## src/rtl/dataflow_gen2.sv

```systemverilog
// Spiking-conv dataflow controller: scans an H x W frame over T+1 timesteps, strobes EN/FT/BUSY per kernel window,
// and runs the memristor power-down FSM. Optional stride support is compiled in with DATAFLOW_STRIDE_EN.
module dataflow_gen2 #(
  parameter int H_WIDTH   = 5,
  parameter int W_WIDTH   = 5,
  parameter int T_WIDTH   = 5,
  parameter int TPD_WIDTH = 4,
  parameter int S_WIDTH   = 2,
  parameter int KH        = 4,
  parameter int KW        = 4,
  parameter int EN_LEN    = 1,
  parameter int BUSY_LEN  = 2
) (
  input  logic                 CLK,
  input  logic                 RST,
  input  logic                 IN_VALID,
  input  logic                 IN_VALID_INTERNAL,
  input  logic [H_WIDTH-1:0]   H,
  input  logic [W_WIDTH-1:0]   W,
  input  logic [T_WIDTH-1:0]   T,
  input  logic [S_WIDTH-1:0]   STRIDE,
  input  logic [TPD_WIDTH-1:0] TPD,
  input  logic                 BP,
  output logic                 EN,
  output logic                 FT,
  output logic                 BUSY,
  output logic [H_WIDTH-1:0]   OH,
  output logic [W_WIDTH-1:0]   OW,
  output logic                 LAST,
  output logic                 PD
);

  localparam int PC_W = (BUSY_LEN < 2) ? 1 : $clog2(BUSY_LEN + 1);
  localparam logic [W_WIDTH-1:0] KW_M1      = W_WIDTH'(KW - 1);
  localparam logic [H_WIDTH-1:0] KH_M1      = H_WIDTH'(KH - 1);
  localparam logic [PC_W-1:0]    EN_LEN_C   = PC_W'(EN_LEN);
  localparam logic [PC_W-1:0]    BUSY_LEN_C = PC_W'(BUSY_LEN);

  typedef enum logic [1:0] {S_OFF, S_RUN, S_DRAIN} state_t;

  logic [T_WIDTH-1:0]   t_q, t_d;
  logic [W_WIDTH-1:0]   w_q, w_d, ow_q, ow_d;
  logic [H_WIDTH-1:0]   h_q, h_d, oh_q, oh_d;
  logic                 beat, t_last, w_last, h_last;
  logic                 w_adv, h_adv, w_wrap, h_wrap, frame_end;
  logic                 pw_zero, ph_zero, cv, rv, hit;
  logic                 origin, wake;

  logic                 en_q, en_d, ft_q, ft_d, busy_q, busy_d, last_q, last_d;
  logic [H_WIDTH-1:0]   oh_out_q, oh_out_d;
  logic [W_WIDTH-1:0]   ow_out_q, ow_out_d;
  logic [PC_W-1:0]      pc_q, pc_d, pc_inc;

  state_t               state_q, state_d;
  logic [TPD_WIDTH-1:0] pd_cnt_q, pd_cnt_d;

  assign beat      = IN_VALID_INTERNAL;
  assign t_last    = (t_q == T);
  assign w_last    = (w_q == W);
  assign h_last    = (h_q == H);
  assign w_adv     = beat && t_last;
  assign w_wrap    = w_adv && w_last;
  assign h_adv     = w_wrap;
  assign h_wrap    = h_adv && h_last;
  assign frame_end = h_wrap;

  assign cv  = (w_q >= KW_M1) && pw_zero;
  assign rv  = (h_q >= KH_M1) && ph_zero;
  assign hit = beat && cv && rv;

  assign origin = (t_q == '0) && (w_q == '0) && (h_q == '0);
  assign wake   = IN_VALID && origin;

  always_comb begin
    t_d  = t_q;
    w_d  = w_q;
    h_d  = h_q;
    ow_d = ow_q;
    oh_d = oh_q;
    if (beat) begin
      t_d = t_last ? '0 : t_q + 1'b1;
    end
    if (w_adv) begin
      w_d = w_last ? '0 : w_q + 1'b1;
      if (w_last) begin
        ow_d = '0;
      end else if (cv) begin
        ow_d = ow_q + 1'b1;
      end
    end
    if (h_adv) begin
      h_d = h_last ? '0 : h_q + 1'b1;
      if (h_last) begin
        oh_d = '0;
      end else if (rv) begin
        oh_d = oh_q + 1'b1;
      end
    end
  end

`ifdef DATAFLOW_STRIDE_EN
  logic [S_WIDTH-1:0] pw_q, pw_d, ph_q, ph_d;

  // Phases only start counting once the kernel fully fits; phase 0 marks a valid window.
  always_comb begin
    pw_d = pw_q;
    ph_d = ph_q;
    if (w_wrap) begin
      pw_d = '0;
    end else if (w_adv && (w_q >= KW_M1)) begin
      pw_d = (pw_q == STRIDE) ? '0 : pw_q + 1'b1;
    end
    if (h_wrap) begin
      ph_d = '0;
    end else if (h_adv && (h_q >= KH_M1)) begin
      ph_d = (ph_q == STRIDE) ? '0 : ph_q + 1'b1;
    end
  end

  always_ff @(posedge CLK or posedge RST) begin
    if (RST) begin
      pw_q <= '0;
      ph_q <= '0;
    end else begin
      pw_q <= pw_d;
      ph_q <= ph_d;
    end
  end

  assign pw_zero = (pw_q == '0);
  assign ph_zero = (ph_q == '0);
`else
  logic unused_stride;
  assign unused_stride = ^STRIDE;
  assign pw_zero       = 1'b1;
  assign ph_zero       = 1'b1;
`endif

  // A new hit restarts both pulse windows; otherwise they age out via the shared counter.
  always_comb begin
    en_d     = en_q;
    ft_d     = ft_q;
    busy_d   = busy_q;
    oh_out_d = oh_out_q;
    ow_out_d = ow_out_q;
    pc_d     = pc_q;
    pc_inc   = pc_q + 1'b1;
    last_d   = frame_end;
    if (hit) begin
      en_d     = 1'b1;
      busy_d   = 1'b1;
      ft_d     = (t_q == '0);
      oh_out_d = oh_q;
      ow_out_d = ow_q;
      pc_d     = '0;
    end else if (busy_q) begin
      pc_d   = pc_inc;
      en_d   = en_q && (pc_inc < EN_LEN_C);
      ft_d   = ft_q && en_d;
      busy_d = (pc_inc < BUSY_LEN_C);
    end
  end

  always_comb begin
    state_d  = state_q;
    pd_cnt_d = '0;
    case (state_q)
      S_OFF: begin
        if (wake) state_d = S_RUN;
      end
      S_RUN: begin
        if (frame_end) state_d = S_DRAIN;
      end
      S_DRAIN: begin
        pd_cnt_d = (pd_cnt_q == TPD) ? pd_cnt_q : pd_cnt_q + 1'b1;
        if (wake) begin
          state_d = S_RUN;
        end else if (pd_cnt_q == TPD) begin
          state_d = S_OFF;
        end
      end
      default: state_d = S_OFF;
    endcase
    if (BP) begin
      state_d  = S_OFF;
      pd_cnt_d = '0;
    end
  end

  always_ff @(posedge CLK or posedge RST) begin
    if (RST) begin
      t_q      <= '0;
      w_q      <= '0;
      h_q      <= '0;
      ow_q     <= '0;
      oh_q     <= '0;
      en_q     <= 1'b0;
      ft_q     <= 1'b0;
      busy_q   <= 1'b0;
      last_q   <= 1'b0;
      oh_out_q <= '0;
      ow_out_q <= '0;
      pc_q     <= '0;
      state_q  <= S_OFF;
      pd_cnt_q <= '0;
    end else begin
      t_q      <= t_d;
      w_q      <= w_d;
      h_q      <= h_d;
      ow_q     <= ow_d;
      oh_q     <= oh_d;
      en_q     <= en_d;
      ft_q     <= ft_d;
      busy_q   <= busy_d;
      last_q   <= last_d;
      oh_out_q <= oh_out_d;
      ow_out_q <= ow_out_d;
      pc_q     <= pc_d;
      state_q  <= state_d;
      pd_cnt_q <= pd_cnt_d;
    end
  end

  assign EN   = en_q;
  assign FT   = ft_q;
  assign BUSY = busy_q;
  assign OH   = oh_out_q;
  assign OW   = ow_out_q;
  assign LAST = last_q;
  assign PD   = (state_q == S_OFF);

endmodule

```

## config.mk

```make
export PLATFORM = sky130hd
export DESIGN_NAME = dataflow_gen2
export DESIGN_NICKNAME = d
export VERILOG_FILES = /design/src/rtl/dataflow_gen2.sv
export SDC_FILE = /design/constraint.sdc
export NUM_CORES = 1
export LEC_CHECK = 0
export ABC_AREA = 0
export CAP_MARGIN = 25
export CORE_ASPECT_RATIO = 2
export CORE_MARGIN = 10
export CORE_UTILIZATION = 35
export CTS_CLUSTER_SIZE = 20
export DETAILED_ROUTE_END_ITERATION = 6
export GPL_TIMING_DRIVEN = 0
export MAX_ROUTING_LAYER = met4
export SLEW_MARGIN = 10
export SYNTH_ARGS = -nofsm -noshare
export SYNTH_HDL_FRONTEND = slang
export SYNTH_SLANG_ARGS = --single-unit
```

## constraint.sdc

```tcl
create_clock -name CLK -period 2.2 [get_ports CLK]
set_input_delay 0.55 -clock CLK [delete_from_list [all_inputs] [get_ports CLK]]
set_output_delay 0.55 -clock CLK [all_outputs]
set_load 0.02 [all_outputs]
```

### Word level (Yosys, flattened, before mapping)

Cells that the tools add are included.

* add/subtract/negate cells: 7
* order comparisons: 4
* equality and inequality tests: 10
* mux-type cells: 24
* reduce and logical (&&, ||, !) cells: 20

Operators with widths (number)
* 2-to-1 mux 5 bit: 7
* adder 5 x 1 -> 5 bit, second input constant: 5
* equality test 5 bit: 3
* zero test 5 bit: 3
* 2-to-1 mux 2 bit: 7
* 2-to-1 mux 4 bit: 3
* >= comparator 5 x 2 -> 1 bit, second input constant: 2
* logical AND 1 bit: 10
* 2-to-1 mux 1 bit: 6
* inequality test 3 bit, second input constant: 2
* one-hot mux 2 bit (3 select lines): 1
* nonzero test 2 bit: 3
* adder 4 x 1 -> 4 bit, second input constant: 1
* equality test 4 bit: 1
* inequality test 4 bit, second input constant: 1
* AND reduction 2 bit: 2
* inequality test 3 x 2 -> 1 bit, second input constant: 1
* AND reduction 3 bit: 1
* adder 2 x 1 -> 2 bit, second input constant: 1
* equality test 2 x 1 -> 1 bit, second input constant: 1
* equality test 2 bit, second input constant: 1
* zero test 2 bit: 1
* less-than comparator 2 x 1 -> 1 bit, second input constant: 1
* less-than comparator 2 bit, second input constant: 1

* register bits after elaboration: 47
* input port bits: 26
* output and inout port bits: 15
* logic and storage cells: 79

### Depth between registers and ports, before layout

* depth after elaboration: 7
* mapped depth: 7
* mapped depth without buffers: 6

### Worst setup path before layout

Ideal clock, no wire load.

* path kind: input-to-reg
* from: input T[3]
* to: register h_q[4]
* setup time: 0.129 ns
* data arrival time: 1.684 ns
* required time: 2.071 ns
* path slack: 0.387 ns
* cell stages on the path: 6
* path buffers: 1
* path through: xor2_1 > a2111oi_4 > nand3_4 > buf_6 > o31ai_1 > o21ai_1

* longest elaborated chain between the ends: 3

Ends and longest elaborated chain
* start, declared: line 20 `input logic [T_WIDTH-1:0] T,`
* equality test 5 bit: line 58 `assign t_last = (t_q == T);`
* logical AND 1 bit: line 61 `assign w_adv = beat && t_last;`
* logical AND 1 bit: line 62 `assign w_wrap = w_adv && w_last;`
* end signal, assigned: line 194 `h_q <= '0;`
* end signal, assigned: line 209 `h_q <= h_d;`
* end, declared: line 43 `logic [H_WIDTH-1:0] h_q, h_d, oh_q, oh_d;`

No other way between the ends.
A chain may end at the register's enable or synchronous reset.

### Worst setup path in the final report

* from: input T[1]
* to: register h_q[4]

The elaborated chain is that of the path after synthesis.

==> reports/metrics.csv <==
stage,metric,value,unit
outcome,status,finished clean,
place,place_congestion,0.864,
pwr,p_comb_share,30.9,%
sta,setup_tns,0,ns
pwr,seqPwrFrac,40.2,%
clocking,h-tree-depth,2,
logic_synthesis,yosysMostFrequentCell,nand2_1,
pwr,power_leakage,1.49,nW
pwr,ir_worst_vdd,0.000374,V
critical_path,crit_path_end_kind,flip-flop,
place,dp.cells,402,
pwr,p_sw,0.982,mW
clocking,hold_buffers,0,
sta,period_needed,2.08,ns
global_route,grt_max_degree,35,
sta,rsz0062_at_grt,false,
place,hpwlAfterDp,4250,um
global_route,antenna_found_initial,0,
logic_synthesis,yosysWarnings,0,
die,chipHeight,141,um
critical_path,setup.worst_path.class,in -> reg,
cells_and_area,stdcell_area,3300,um^2
logic_synthesis,ys_seq_elements,47,
place,place_area,3060,um^2
detailed_routing,viasPerCell,5.02,
sta,setup_viol,0,
pwr,power_frac_clock,28.9,%
sta,clock_skew,0.00433,ns
global_route,grt_pass1_vias,2091,
logic_synthesis,synth_edf_count,0,
logic_synthesis,syn_nets,307,
sta,period_share,94.6,%
cells_and_area,layout.nets,360,
critical_path,r2r_end,state_q[0]$_DFFE_PP0P_,
pwr,p_int,1.99,mW
clocking,numCtsBuffers,5,
critical_path,arrival,2.24,ns
die,coreArea,7160,um^2
detailed_routing,vias,2094,
detailed_routing,drt_iter0_drc,107,
critical_path,worstPathRequired,2.36,ns
cells_and_area,fillers,736,
cells_and_area,diodes,0,
logic_synthesis,synth_top_cell_by_area,dfrtp_1,
critical_path,crit_path_start,T[1],
global_route,track_usage,10.6,%
die,die_w,80.3,um
die,rows,44,
critical_path,ff2ff_path_depth,5,
detailed_routing,wl_per_cell,13.5,um
global_route,grt_remaining_overflow,0,
die,io_pins,41,
logic_synthesis,syn_area,2550,um^2
critical_path,cp_max_fo,5,
pwr,power_density,901,nW/um^2
clocking,root_buffer,clkbuf_16,
logic_synthesis,synth_top_area_share,46.2,%
sta,worst_slew_pin_slew,0.755,ns
logic_synthesis,synthFlopType,dfrtp_1,
cells_and_area,instances_no_fill,417,
logic_synthesis,ys_async_sr_fraction,100,%
logic_synthesis,synth_common_cells,"nand2_1 (48), dfrtp_1 (47), inv_1 (17)",
die,initial_core_util,35.6,%
critical_path,regToRegStartpoint,t_q[0]$_DFFE_PP0P_,
detailed_routing,postRouteWirelength,5610,um
sta,maxSlewViolCount,0,
clocking,clk_latency,0.29,ns
cells_and_area,areaGrowthSynthToFinish,29.7,%
worst_hold_path,hp-class,reg -> reg,
pwr,swShare,33.0,%
clocking,clk_path_buf_depth,2,
critical_path,r2r_slack,0.20,ns
critical_path,start_kind,input port,
logic_synthesis,synth_area_per_cell,9.40,um^2
logic_synthesis,ys_types,41,
clocking,cts_tree,done,
detailed_routing,dr.pass1.iters,4,
cells_and_area,drive_above_1_share,9.23,%
sta,final-hold-violation-count,0,
place,io_buffers,38,
detailed_routing,ant_nets,0,
logic_synthesis,netlist_instances,271,
logic_synthesis,synthTopCellsByArea,"dfrtp_1 (46%), nand2_1 (7.1%), xor2_1 (5.2%), ha_1 (4.9%), nand3_1 (2.6%)",
logic_synthesis,ys_seq_area_share,46.2,%
clocking,clock-sinks,47,
sta,relSlewSlack,49.0,%
die,design.die.area,11300,um^2
critical_path,cp-endpoint,h_q[4]$_DFFE_PP0P_,
detailed_routing,drc,0,
clocking,path_clk_slew,0.06,ns
global_route,grt_pass1_wl,9530,um
sta,fmax,0.481,GHz
run,cap_violations,0,
-- critical path, cell delays in order --
cell,delay [ns]
clkdlybuf4s50_1,0.41
xor2_1,0.17
a2111oi_4,0.31
buf_4,0.20
nand3_4,0.10
buf_6,0.15
o31ai_1,0.25
o21ai_1,0.10
-- sequential cells by signal (all words and copies together), names as in the netlist --
signal    flops
OH            5
t_q           5
state_q       2
w_q           5
oh_q          5
BUSY          1
h_q           5
EN            1
OW            5
LAST          1
pc_q          2
pd_cnt_q      4
ow_q          5
FT            1
-- kinds of logic after synthesis --
group | Yosys count | share of synthesized area (%)
AOI/OAI and AO/OA | 58 | 15.6
buffers and inverters | 25 | 4.23
adders and majority gates | 10 | 4.91
muxes | 4 | 1.57
DFF | 47 | 46.2
xor gates and xnor gates | 21 | 7.22
and+or+nand+nor | 106 | 20.2
-- layer usage --
metal  vias up  GRT usage, %  wire length [um]
li1       1060             -                 -
met1       978          12.3              2500
met4         0          3.82                85
met3         6          2.29               268
met5         -             -                 0
met2        50          17.2              2760
-- area by class of cell --
class	count	area [um^2]	area share, %
plain buffers	7	40.0	1.21
inverters	18	67.6	2.05
multi-input cells	200	1290	39.1
clock inverters	3	43.8	1.33
clock buffers	5	125	3.79
repair buffers	45	443	13.4
flip-flops and latches	47	1180	35.6
well taps	92	115	3.49
-- worst min-delay path by stage --
stage,startpoint,end,slack [ns],cells after the start
floorplan,ow_q[4]$_DFFE_PP0P_,OW[4]$_DFFE_PP0P_,0.46,2
global placement,OH[3]$_DFFE_PP0P_,OH[3]$_DFFE_PP0P_,0.46,2
detailed placement,OH[1]$_DFFE_PP0P_,OH[1]$_DFFE_PP0P_,0.46,2
CTS,OH[1]$_DFFE_PP0P_,OH[1]$_DFFE_PP0P_,0.48,2
global route,OW[0]$_DFFE_PP0P_,OW[0]$_DFFE_PP0P_,0.49,2
finish,OW[0]$_DFFE_PP0P_,OW[0]$_DFFE_PP0P_,0.47,2
-- per-stage QoR --
step           setup slack (ns)  hold WS [ns]  utilization (%)  total power [mW]
2_1_floorplan             0.387         0.462                -              1.76
3_3_place_gp             -0.409         0.459             42.5              2.06
3_5_place_dp             -0.290         0.465             42.8              2.09
4_1_cts                 0.00917         0.480             45.1              2.97
5_1_grt                 0.00787         0.493             46.1              3.18
6_report                  0.119         0.474             46.1              2.97
-- cell usage in the layout (no fill, tap or decap), types with 4 or more instances in the layout --
cell type,synthesis,layout
dfrtp_1,47,47
nand2_1,48,47
clkdlybuf4s50_1,0,38
inv_1,17,16
xor2_1,15,15
nor2_1,15,15
nand3_1,13,13
o21ai_0,12,12
ha_1,10,10
a21oi_1,8,8
nand4_1,8,8
o21ai_1,7,7
o22ai_1,7,7
buf_4,1,6
xnor2_1,6,6
a22o_1,5,5
clkbuf_16,0,5
and3_1,4,4
a21o_1,4,4
mux2i_1,4,4
nand2b_1,4,4
-- power by group through the flow --
stage	clock network, mW	registers, mW	logic (mW)
floorplan	0	1.26	0.499
global placement	0	1.20	0.853
detailed placement	0	1.21	0.882
CTS	0.890	1.20	0.883
global route	0.920	1.23	1.03
finish	0.858	1.20	0.920
-- timing repair --
item                       4_1_cts  5_1_grt
setup buffers                    0        5
resized for setup                0        4
setup endpoints to repair        0       15
Note: power is estimated with default switching activity, not from simulation.
